===== src/rtl/music_pkg.sv =====
// Shared definitions for the music voice arbiter: state encoding, note codes, jingle tables.
package music_pkg;

  localparam int unsigned NOTE_W = 7;

  typedef enum logic [2:0] {
    ST_SONG   = 3'd0,
    ST_SWEEP  = 3'd1,
    ST_JINGLE = 3'd2,
    ST_REST   = 3'd3,
    ST_PAUSE  = 3'd4
  } state_e;

  localparam logic [NOTE_W-1:0] REST_CODE     = 7'h2D;
  localparam logic [2:0]        JINGLE_OCTAVE = 3'd2;
  localparam logic [2:0]        JINGLE_LAST   = 3'd5;

  // Jingle note numbers, entry [0] plays first.
  localparam logic [5:0][3:0] JINGLE_V1_NOTES = {4'd6, 4'd6, 4'd7, 4'd8, 4'd9, 4'd10};
  localparam logic [5:0][3:0] JINGLE_V2_NOTES = {4'd4, 4'd4, 4'd5, 4'd6, 4'd7, 4'd8};

  // Note code = {octave, note}.
  function automatic logic [NOTE_W-1:0] note_code(input logic [2:0] octave,
                                                  input logic [3:0] note);
    return {octave, note};
  endfunction

endpackage


===== src/rtl/jingle_rom.sv =====
// Game-over jingle lookup: note index -> voice-1/voice-2 note codes.
//   idx  in  3  jingle note index (0..5 valid, others return the rest code)
//   v1   out 7  voice-1 note code
//   v2   out 7  voice-2 note code
module jingle_rom
  import music_pkg::*;
(
  input  logic [2:0]        idx,
  output logic [NOTE_W-1:0] v1,
  output logic [NOTE_W-1:0] v2
);

  always_comb begin
    v1 = REST_CODE;
    v2 = REST_CODE;
    if (idx <= JINGLE_LAST) begin
      v1 = note_code(JINGLE_OCTAVE, JINGLE_V1_NOTES[idx]);
      v2 = note_code(JINGLE_OCTAVE, JINGLE_V2_NOTES[idx]);
    end
  end

endmodule


===== src/rtl/music_voice_arbiter.sv =====
// Scheduler for the two tone voices: background song, line-clear sweep,
// game-over jingle, or rest/pause silence. All outputs are registered and
// follow the next-state decode so they change on the edge that loads the state.
//   clk, rst_n              clock, async active-low reset
//   song_freq1/2            song reader note codes
//   full_row                rising edge requests the line-clear sweep
//   game_over               jingle request (then rest until released)
//   pause                   pause request
//   voice1_freq/voice2_freq note codes to freq_gen
//   song_hold               stall song readers (any state but SONG)
//   sfx_busy                sweep or jingle active
//   state_dbg               {1'b0, state} for LEDs
module music_voice_arbiter
  import music_pkg::*;
#(
  parameter int unsigned SWEEP_LOG2  = 23,
  parameter int unsigned JINGLE_LOG2 = 23
) (
  input  logic              clk,
  input  logic              rst_n,
  input  logic [NOTE_W-1:0] song_freq1,
  input  logic [NOTE_W-1:0] song_freq2,
  input  logic              full_row,
  input  logic              game_over,
  input  logic              pause,
  output logic [NOTE_W-1:0] voice1_freq,
  output logic [NOTE_W-1:0] voice2_freq,
  output logic              song_hold,
  output logic              sfx_busy,
  output logic [3:0]        state_dbg
);

  state_e                  state_q, state_d;
  logic [SWEEP_LOG2-1:0]   scnt_q, scnt_d;
  logic [JINGLE_LOG2-1:0]  jcnt_q, jcnt_d;
  logic [2:0]              jidx_q, jidx_d;
  logic                    fr_q;
  logic                    fr_rise_c;
  logic                    sweep_hold_c;
  logic [NOTE_W-1:0]       rom_v1_c, rom_v2_c;
  logic [NOTE_W-1:0]       v1_d, v2_d;

  assign fr_rise_c = full_row & ~fr_q;

  // ROM is addressed with the next index so the registered voice lines up with the new note.
  jingle_rom u_jingle_rom (
    .idx (jidx_d),
    .v1  (rom_v1_c),
    .v2  (rom_v2_c)
  );

  // Next-state and counter decode; priority game_over > fr_rise > pause.
  always_comb begin
    state_d      = state_q;
    scnt_d       = scnt_q;
    jcnt_d       = jcnt_q;
    jidx_d       = jidx_q;
    sweep_hold_c = 1'b0;
    case (state_q)
      ST_SONG, ST_PAUSE: begin
        if (game_over) begin
          state_d = ST_JINGLE;
          jidx_d  = 3'd0;
          jcnt_d  = '0;
        end else if (fr_rise_c) begin
          state_d = ST_SWEEP;
          scnt_d  = '0;
        end else if (state_q == ST_SONG && pause) begin
          state_d = ST_PAUSE;
        end else if (state_q == ST_PAUSE && !pause) begin
          state_d = ST_SONG;
        end
      end
      ST_SWEEP: begin
        if (game_over) begin
          state_d = ST_JINGLE;
          jidx_d  = 3'd0;
          jcnt_d  = '0;
        end else if (fr_rise_c) begin
          scnt_d = '0;
        end else if (pause) begin
          sweep_hold_c = 1'b1;
        end else if (&scnt_q) begin
          state_d = ST_SONG;
        end else begin
          scnt_d = scnt_q + SWEEP_LOG2'(1);
        end
      end
      ST_JINGLE: begin
        if (&jcnt_q) begin
          jcnt_d = '0;
          if (jidx_q == JINGLE_LAST) begin
            state_d = ST_REST;
          end else begin
            jidx_d = jidx_q + 3'd1;
          end
        end else begin
          jcnt_d = jcnt_q + JINGLE_LOG2'(1);
        end
      end
      ST_REST: begin
        if (!game_over) begin
          state_d = ST_SONG;
        end
      end
      default: state_d = ST_SONG;
    endcase
  end

  // Output mux driven by the next state.
  always_comb begin
    v1_d = REST_CODE;
    v2_d = REST_CODE;
    case (state_d)
      ST_SONG: begin
        v1_d = song_freq1;
        v2_d = song_freq2;
      end
      ST_SWEEP: begin
        if (sweep_hold_c) begin
          v1_d = voice1_freq;
          v2_d = voice2_freq;
        end else begin
          v1_d = {1'b0, scnt_d[SWEEP_LOG2-1 -: 5], 1'b0};
          v2_d = song_freq2;
        end
      end
      ST_JINGLE: begin
        v1_d = rom_v1_c;
        v2_d = rom_v2_c;
      end
      default: begin
        v1_d = REST_CODE;
        v2_d = REST_CODE;
      end
    endcase
  end

  // State, counters and registered outputs.
  always_ff @(posedge clk or negedge rst_n) begin
    if (!rst_n) begin
      state_q     <= ST_SONG;
      scnt_q      <= '0;
      jcnt_q      <= '0;
      jidx_q      <= 3'd0;
      fr_q        <= 1'b0;
      voice1_freq <= REST_CODE;
      voice2_freq <= REST_CODE;
      song_hold   <= 1'b0;
      sfx_busy    <= 1'b0;
      state_dbg   <= 4'd0;
    end else begin
      state_q     <= state_d;
      scnt_q      <= scnt_d;
      jcnt_q      <= jcnt_d;
      jidx_q      <= jidx_d;
      fr_q        <= full_row;
      voice1_freq <= v1_d;
      voice2_freq <= v2_d;
      song_hold   <= (state_d != ST_SONG);
      sfx_busy    <= (state_d == ST_SWEEP) || (state_d == ST_JINGLE);
      state_dbg   <= {1'b0, state_d};
    end
  end

endmodule


===== config.mk =====
export PLATFORM = sky130hd
export DESIGN_NAME = music_voice_arbiter
export DESIGN_NICKNAME = d
export VERILOG_FILES = /design/src/rtl/music_pkg.sv /design/src/rtl/jingle_rom.sv /design/src/rtl/music_voice_arbiter.sv
export SDC_FILE = /design/constraint.sdc
export NUM_CORES = 1
export LEC_CHECK = 0
export BUFFER_PORTS_ARGS = -buffer_cell sky130_fd_sc_hd__clkbuf_2
export CAP_MARGIN = 30
export CORE_MARGIN = 2
export CORE_UTILIZATION = 57
export CTS_CLUSTER_DIAMETER = 200
export DETAILED_ROUTE_END_ITERATION = 10
export PLACE_DENSITY_LB_ADDON = 0.2
export SYNTH_ARGS = -nofsm -noshare
export SYNTH_HDL_FRONTEND = slang
export SYNTH_SLANG_ARGS = --single-unit

===== constraint.sdc =====
create_clock -name clk -period 4.6 [get_ports clk]
set_input_delay 0.23 -clock clk [delete_from_list [all_inputs] [get_ports clk]]
set_output_delay 0.23 -clock clk [all_outputs]
set_load 0.03 [all_outputs]

Word level (Yosys, flattened, before mapping):

Memory sizes are Yosys's and may differ from the RTL's.
Index checks and enable logic that the tools add are counted.

* bits in registers: 69
* memory bits (read-only): 64
* input port bits: 19
* output and inout port bits: 20
* logic and storage cells: 86
* memories: 2

Memory list
* (no name shown): words 8, bits a word 4, read ports 1, clocked after memory_dff 0, wr ports 0, line jingle_rom.sv:17 `v1 = note_code(JINGLE_OCTAVE, JINGLE_V1_NOTES[idx]);`
* (no name shown): words 8, bits a word 4, read ports 1, clocked after memory_dff 0, wr ports 0, line jingle_rom.sv:18 `v2 = note_code(JINGLE_OCTAVE, JINGLE_V2_NOTES[idx]);`

* add/subtract/negate cells: 3
* $lt $le $gt $ge: 2
* eq/ne operators: 14
* muxes and demuxes: 38
* bitwise gates (word level): 2
* reductions and logical operators: 15

Operators by type and width (count)
* two-way mux 23 bit: 8
* one-hot mux 23 bit (2 select lines): 2
* adder 23 x 1 -> 23 bit, second input constant: 2
* AND reduction 23 bit: 2
* two-way mux 3 bit: 14
* one-hot mux 7 bit (3 select lines): 2
* two-way mux 4 bit: 4
* two-way mux 7 bit: 2
* one-hot mux 3 bit (4 select lines): 1
* equality test 3 x 2 -> 1 bit, second input constant: 3
* != test 2 bit, second input constant: 4
* equality test 3 x 1 -> 1 bit, second input constant: 2
* equality test 3 bit, second input constant: 2
* zero test 3 bit: 2
* != test 3 bit, second input constant: 2
* one-hot mux 3 bit (2 select lines): 1
* AND reduction 6 bit: 1
* less-than comparator 3 x 4 -> 1 bit, second input constant: 1
* two-way mux 1 bit: 4
* nonzero test 2 bit: 2
* adder 3 x 1 -> 3 bit, second input constant: 1
* <= comparator 3 bit, second input constant: 1
* nonzero test 3 bit: 1
* OR reduction 3 bit: 1
* 8 further kinds: 9

Depth between registers and ports, before layout:

Gate-level depths: netlist of the first run.

* word-level depth: 9
* mapped depth: 12
* gate-level depth less buffers: 12

Hierarchy:

From an unflattened synthesis of the first run, not the netlist that was laid out.

* cell total of the unflattened synthesis: 465
* area total of the unflattened synthesis: 4021.4 µm²

By module, submodules not included
* music_voice_arbiter: times used 1, cells each 441, area an instance 3856.2 µm², seq. area each 1736.7 µm²
* jingle_rom: times used 1, cells each 24, area an instance 165.2 µm², seq. area each 0.0 µm²

Least setup slack after synthesis of the first run:

No wires, ideal clock.

* path kind: flip-flop to flip-flop
* start: reg state_dbg[2] (netlist name)
* end: reg voice1_freq[1]
* library setup time: 125 ps
* data arrival time: 2560 ps
* data required time: 4475 ps
* setup slack: 1915 ps
* stages on the path, launching flop included: 13
* path buffers: 2
* clock period less this slack: 2685 ps
* path through: dfrtp_1 -> buf_2 -> or3b_1 -> clkbuf_1 -> o21ai_1 -> nand2_1 -> o22ai_1 -> inv_1 -> ha_1 -> a221oi_1 -> o311ai_1 -> a31oi_1 -> a21oi_1

RTL lines
* end signal, assigned: line music_voice_arbiter.sv:158 `voice1_freq <= v1_d;`
* end, declared: line music_voice_arbiter.sv:26 `output logic [NOTE_W-1:0] voice1_freq,`

Worst setup path after layout of the first run:

* start: reg jcnt_q[0]
* end: reg voice1_freq[1]

* word-level cells in the longest chain between the ends: 7
* elaborated cells between the ends (all ways): 14
* those cells by class: order compare: 1; eq/ne: 3; mux: 7; reduce/logical: 2; memory: 1

RTL lines
* start, declared: line music_voice_arbiter.sv:35 `logic [JINGLE_LOG2-1:0] jcnt_q, jcnt_d;`
* start signal, assigned: line music_voice_arbiter.sv:155 `jcnt_q <= jcnt_d;`
* AND reduction 23 bit *: line music_voice_arbiter.sv:90 `if (&jcnt_q) begin`
* two-way mux 3 bit *: line music_voice_arbiter.sv:90
* one-hot mux 3 bit (2 select lines) *: line music_voice_arbiter.sv:59 `case (state_q)`
* named net jidx_d[1]: line music_voice_arbiter.sv:36 `logic [2:0] jidx_q, jidx_d;`
* memory (8 x 4 bit)
* two-way mux 4 bit (implied by the code): line jingle_rom.sv:17
* two-way mux 4 bit *: line jingle_rom.sv:16 `if (idx <= JINGLE_LAST) begin`
* one-hot mux 7 bit (3 select lines) *: line music_voice_arbiter.sv:114 `case (state_d)`

The timed path passes the listed nets; every way through them passes the cells marked *. The select of a mux whose other input is x is not followed.
A chain may end at the register's enable or synchronous reset.

==> results by group, run 1 <==
Global routing
  • M2 GR Usage: 0.432
  • Met1 GRT Util: 0.334
  • Remaining global-route overflow: 0
  • Grt met3 use: 0.0650
  • Vias in the first global route: 3336
  • GRT Max-Usage Layer: met2
  • Initial antenna violation count: 0
  • Total track usage: 0.260
  • First-pass GRT wire length: 15600 µm
  • Largest net degree at the start of global routing: 70

Worst setup path
  • R2r startpoint: jcnt_q[0]
  • Critical path required time: 4.83 ns
  • CP peak stage delay: 0.53 ns
  • CP Cell Sequence: ha_1, nand3_1, or3_1, nor4_1, a221o_1, inv_1, ha_1, a221oi_1, o311ai_1, a31oi_1, a21oi_1
  • CP max stage cell: or3_1
  • CP max FO: 8
  • Startpoint Class: flip-flop
  • CP Data Arrival Time: 3.27 ns
  • RR Endpoint: voice1_freq[1]
  • Cell mode on critical path: ha_1
  • Worst Setup End Kind: flip-flop
  • Critical Path Stages: 11
  • Crit path buffers/inverters: 1
  • Crit Path Class: flip-flop to flip-flop
  • Worst R2R Path Depth: 11
  • Cell family with most CP delay: simple AND/OR/NAND/NOR gates
  • R2R setup slack: 1.56 ns

Synth
  • Area contributors post-synth: dfrtp_1 (38%), o21ai_0 (6.0%), nand2_1 (5.7%), dfstp_2 (5.3%), nor2_1 (3.7%)
  • Mux cell area share after synthesis: 0.0101
  • Syn nets: 479
  • Post-Synth Simple-Gate Area: 0.260
  • Xor and xnor area share after synthesis: 0.0220
  • EDFF count, synth: 0
  • FF+latch count, synth: 69
  • Async set-reset flop share out of synthesis: 1.00
  • Syn Area/Cell: 8.79 µm²
  • Synth warnings: 0
  • Complex-gate fraction of the synthesized area: 0.211
  • Post-synthesis cell type count: 67
  • Yosys top cell area share: 0.383
  • Main combinational cell family by area after synthesis: simple AND/OR/NAND/NOR gates
  • Main synth FF type: dfrtp_1
  • Seq/Total Area, Yosys: 0.436
  • Cell taking the most area after synthesis: dfrtp_1
  • Post-Syn Instances: 453
  • Synth Area in Adders: 0.0220
  • Post-Syn Area: 3980 µm²

Finish
  • Fin area: 4420 µm²
  • Area of the multi-input gates: 2090 µm²
  • Final design utilization: 0.651
  • # nets final: 513
  • Area Overhead vs Synth: 11.1%
  • Antenna cells: 0
  • Share of layout cells above drive strength 1: 0.163
  • Sequential cell area: 1740 µm²
  • Fill cells: 605

Power and ir drop
  • Overall Power: 1.37 mW
  • P per Cell Area: 309 nW/µm²
  • Leakage: 1.89 nW
  • Peak supply drop: 194 µV

Min path
  • Hold Path Sink: fr_q
  • Depth of the worst hold-timing path: 1
  • Min-delay worst type: input pin to flip-flop
  • Hold_sp: full_row

Timing
  • Achievable Freq: 0.329 GHz
  • Post-route minimum period: 3.04 ns
  • Setup TNS: 0 ns
  • Post-layout worst setup margin: 1.56 ns
  • Final Slew Violations: 0
  • Tightest Pin Transition: 0.877 ns
  • RSZ-0062 raised after global routing: false
  • Rel. slew slack: 0.415
  • Fin crit share: 0.661
  • # setup viols final: 0
  • Clock Skews: 0.00432 ns
  • Final hold viol count: 0

Floorplan
  • Height of the die: 87.6 µm
  • Floorplan Core Area: 6790 µm²
  • Die ar.: 7670 µm²
  • I/O Pins: 39
  • Starting Density: 0.586
  • FP Rows: 30
  • Die X-Extent: 87.6 µm

Detailed routing
  • Pre-antenna DRT Iters: 4
  • Total wire length: 9320 µm
  • Antenna viol nets, final: 0
  • Vias after detailed routing: 3561
  • 1st-iter DRT viols: 234
  • Routed length per placed instance: 15.8 µm
  • Vias/cell: 6.06
  • DRC Markers: 0

Placement
  • DP HPWL: 6490 µm
  • Routability cong.: 0.892
  • IO Port Bufs: 37
  • Place WS: 1.42 ns
  • Area post-placement: 4230 µm²

Run status
  • Status: finished, final reports clean

Clocking
  • Post-CTS setup buffers: 0
  • CTS-repair resized insts: 0
  • H-tree levels: 3
  • CTS Hold Bufs: 0
  • TritonCTS clock tree: yes
  • Clock sink count: 69
  • Total CTS buffers: 9
  • Clk Latency, worst-skew pair: 0.35 ns
  • Clock transition at path regs: 0.07 ns
  • Root buf cell: clkbuf_8
  • CTS Buffer Depth: 2

Run
  • Maxcap violations: 0
==> layer usage <==
layer,up-vias,routed length (µm)
li1,1739,-
met2,94,4650
met4,0,166
met5,-,0
met1,1716,4080
met3,12,424
==> synthesized netlist by cell type, drive strengths merged (5+ instances only) <==
| master | instances |
|---|---|
| inv | 14 |
| buf | 7 |
| xor2 | 9 |
| nand2b | 5 |
| dfstp | 8 |
| clkbuf | 13 |
| dfrtp | 61 |
| nand4 | 20 |
| ha | 7 |
| o21ai | 51 |
| a31oi | 14 |
| nand3 | 17 |
| nand2 | 60 |
| and3 | 11 |
| and4 | 6 |
| a21oi | 21 |
| o31ai | 10 |
| nor2 | 39 |
| and2 | 5 |
| nor3 | 10 |
| nor4 | 7 |
==> placed cells by master (no fill, tap or decap), drive strengths merged, types with 5 or more instances in the layout <==
cell type	netlist	final
a21oi	21	21
a31oi	14	14
and2	5	5
and3	11	11
and4	6	6
buf	7	7
clkbuf	13	51
dfrtp	61	61
dfstp	8	8
ha	7	7
inv	14	14
nand2	60	60
nand2b	5	5
nand3	17	17
nand4	20	20
nor2	39	39
nor3	10	10
nor4	7	7
o21ai	51	51
o31ai	10	10
xor2	9	9
==> layout make-up <==
type,count,share of cell area
timing repair buffer,43,0.0537
clock buffer,15,0.0399
tap,96,0.0272
inverter,14,0.0119
sequential,69,0.393
multi-input combinational,350,0.474
clock inverter,1,0.00113
==> how the worst max path moves through the flow <==
stage | start | to | slack (ns)
after floorplan | state_dbg[2] | voice1_freq[1] | 1.91
after global placement | state_dbg[1] | voice1_freq[1] | 1.58
after detailed placement | state_dbg[1] | voice1_freq[1] | 1.42
after CTS | state_dbg[1] | voice2_freq[3] | 1.36
after global routing | jcnt_q[0] | voice1_freq[1] | 1.29
final | jcnt_q[0] | voice1_freq[1] | 1.56
==> registers in the layout, summed over array words and instances (netlist names) <==
signal,cells
jcnt_q,23
scnt_q,23
voice1_freq,7
voice2_freq,7
jidx_q,3
state_dbg,3
fr_q,1
sfx_busy,1
song_hold,1
==> worst reg2reg max path, stage by stage, from the launching register on <==
cell	delay, ns
dfrtp_1	0.38
ha_1	0.20
nand3_1	0.23
or3_1	0.53
nor4_1	0.36
a221o_1	0.27
inv_1	0.09
ha_1	0.18
a221oi_1	0.20
o311ai_1	0.19
a31oi_1	0.21
a21oi_1	0.08
==> through the flow <==
| step | hold slack (ns) | std cells |
|---|---|---|
| finish | 0.0308 | 588 |
| global route | 0.0129 | 588 |
| CTS | 0.0166 | 587 |
| detailed placement | 0.385 | 571 |
| global placement | 0.385 | 568 |
| floorplan | -0.0656 | 453 |
==> where the power goes <==
group | total [mW] | leakage, nW | internal, mW | switching [mW]
Clock | 0.456 | 0.0937 | 0.240 | 0.216
Combinational | 0.149 | 0.908 | 0.0664 | 0.0829
Sequential | 0.763 | 0.885 | 0.682 | 0.0804
Total | 1.37 | 1.89 | 0.989 | 0.379
==> cells by family after synthesis <==
kind of cell | after synthesis
multiplexers | 4
XOR/XNOR | 10
AO/OA/AOI/OAI | 130
flip-flops | 69
adder cells (fa/ha/maj) | 7
buffers and inverters | 34
other | 1
AND/OR/NAND/NOR | 198
(Power assumes the default switching activity.)
==> run 2, diff against run 1 <==
- CORE_UTILIZATION: 57 -> 54
- clock period: 4.6 -> 2.56 ns (I/O delays scaled with it)
==> results by group, run 2 (same netlist as run 1, synthesis figures left out) <==
Finish
  • Share of layout cells above drive strength 1: 0.231 (was 0.163)
  • Final design utilization: 0.663 (was 0.651)
  • # nets final: 544 (was 513)
  • Largest regs: jcnt_q: 23 flops, scnt_q: 23 flops (unchanged)
  • Commonest non-fill, non-tap cell in the layout: nand2_1 (was dfrtp_1)
  • Commonest cells after routing, fill and taps aside: nand2_1 (60), dfrtp_1 (59), o21ai_0 (47), nor2_1 (39), clkbuf_2 (36) (was dfrtp_1 (61), nand2_1 (60), o21ai_0 (48), nor2_1 (39), clkbuf_2 (36))
  • Area Overhead vs Synth: 20.1% (was 11.1%)
  • Antenna cells: 0 (unchanged)
  • Fin area: 4780 µm² (was 4420 µm²)

Clocking
  • TritonCTS clock tree: yes (unchanged)
  • Root buf cell: clkbuf_8 (unchanged)
  • CTS Buffer Depth: 2 (unchanged)
  • Clk Latency, worst-skew pair: 0.33 ns (was 0.35 ns)
  • Clock sink count: 69 (unchanged)
  • H-tree levels: 3 (unchanged)
  • Total CTS buffers: 9 (unchanged)
  • Clock transition at path regs: 0.07 ns (about the same)

Worst setup path
  • Worst R2R Path Depth: 9 (was 11)
  • R2R setup slack: 0.04 ns (was 1.56 ns)
  • RR Endpoint: voice1_freq[1] (unchanged)
  • Startpoint Class: flip-flop (unchanged)
  • CP max FO: 6 (was 8)
  • CP Data Arrival Time: 2.78 ns (was 3.27 ns)
  • Worst Setup End Kind: flip-flop (unchanged)
  • Critical path required time: 2.82 ns (was 4.83 ns)
  • R2r startpoint: state_dbg[2] (was jcnt_q[0])
  • Crit Path Class: flip-flop to flip-flop (unchanged)

Timing
  • Achievable Freq: 0.397 GHz (was 0.329 GHz)
  • Post-route minimum period: 2.52 ns (was 3.04 ns)
  • Hold WS: 0.0139 ns (was 0.0308 ns)
  • # setup viols final: 0 (unchanged)
  • RSZ-0062 raised after global routing: true (was false)
  • Final hold viol count: 0 (unchanged)
  • Tightest Pin Transition: 0.793 ns (was 0.877 ns)
  • Clock Skews: 0.00676 ns (was 0.00432 ns)
  • Fin crit share: 0.984 (was 0.661)
  • Rel. slew slack: 0.469 (was 0.415)
  • Final Slew Violations: 0 (unchanged)

Detailed routing
  • Vias after detailed routing: 3770 (was 3561)
  • Vias/cell: 6.06 (about the same)
  • 1st-iter DRT viols: 193 (was 234)
  • Antenna viol nets, final: 0 (unchanged)
  • DRC Markers: 0 (unchanged)
  • Routed length per placed instance: 16.1 µm (was 15.8 µm)
  • Total wire length: 9990 µm (was 9320 µm)
  • Pre-antenna DRT Iters: 5 (was 4)

Placement
  • DP HPWL: 6820 µm (was 6490 µm)
  • Routability cong.: 0.937 (was 0.892)
  • Area post-placement: 4450 µm² (was 4230 µm²)
  • IO Port Bufs: 37 (unchanged)

Global routing
  • First-pass GRT wire length: 16500 µm (was 15600 µm)
  • Vias in the first global route: 3581 (was 3336)
  • Remaining global-route overflow: 0 (unchanged)
  • Initial antenna violation count: 0 (unchanged)
  • Total track usage: 0.247 (was 0.260)
  • Largest net degree at the start of global routing: 70 (unchanged)

Min path
  • Hold Path Sink: voice1_freq[2] (was fr_q)
  • Depth of the worst hold-timing path: 3 (was 1)
  • Hold_sp: song_freq1[2] (was full_row)
  • Min-delay worst type: input pin to flip-flop (unchanged)

Floorplan
  • Floorplan Core Area: 7210 µm² (was 6790 µm²)
  • Die X-Extent: 89.9 µm (was 87.6 µm)
  • Starting Density: 0.552 (was 0.586)
  • I/O Pins: 39 (unchanged)
  • Height of the die: 89.9 µm (was 87.6 µm)
  • FP Rows: 31 (was 30)
  • Die ar.: 8080 µm² (was 7670 µm²)

Power and ir drop
  • Leakage: 2.03 nW (was 1.89 nW)
  • P per Cell Area: 518 nW/µm² (was 309 nW/µm²)
  • Peak supply drop: 445 µV (was 194 µV)

Run status
  • Status: finished, final reports clean (unchanged)

Run
  • Maxcap violations: 0 (unchanged)
run 2: per-layer routing:
layer,global-route usage,up-vias,routed length [µm]
met1,0.323,1826,4360
met2,0.418,120,4990
met4,0.0744,0,174
met3,0.0486,18,468
met5,0,-,0
li1,-,1806,-
run 2: critical path: stages, from the launching register on:
cell	delay, ns
dfrtp_2	0.40
or3b_1	0.51
o21a_1	0.26
a221o_1	0.42
inv_2	0.09
buf_4	0.11
ha_1	0.23
o21ai_1	0.14
a31oi_1	0.11
a21oi_1	0.16
run 2: per-stage QoR:
step	setup TNS (ns)	setup WS, ns	total power, mW	std cells
floorplan	0	0.0283	1.55	453
global placement	0	0.119	1.66	597
detailed placement	0	0.0735	1.68	597
CTS	0	0.0466	2.44	615
global route	-0.356	-0.0916	2.62	622
finish	0	0.0398	2.48	622
run 2: timing repair:
| item | 4_1_cts | 5_1_grt |
|---|---|---|
| setup buffers | 0 | 6 |
| resized for setup | 0 | 18 |
| hold endpoints to repair | 62 | 0 |
| hold buffers | 2 | 0 |
| endpoints found under the setup margin | 0 | 11 |
run 2: worst max-delay path by stage:
stage / to / cells after the start / slack, ns / startpoint
2_1_floorplan: voice1_freq[1] / 11 / 0.03 / state_dbg[2]
3_3_place_gp: voice1_freq[1] / 11 / 0.12 / jcnt_q[0]
3_5_place_dp: voice2_freq[3] / 11 / 0.07 / jcnt_q[0]
4_1_cts: voice2_freq[3] / 11 / 0.05 / jcnt_q[0]
5_1_grt: voice1_freq[1] / 11 / -0.09 / jcnt_q[0]
6_report: voice1_freq[1] / 9 / 0.04 / state_dbg[2]
run 2: report_power, final:
part           internal, mW  total (mW)  switching (mW)
combinational         0.169       0.344           0.176
sequential             1.23        1.37           0.148
clock                 0.382       0.761           0.379
total                  1.78        2.48           0.702
run 2: area by class of cell:
cell class,count,area [µm²]
flip-flops and latches,69,1740
inverters,14,52.6
multi-input cells,350,2230
clock buffers,16,160
repair buffers,74,480
well taps,99,124
fillers,609,2430
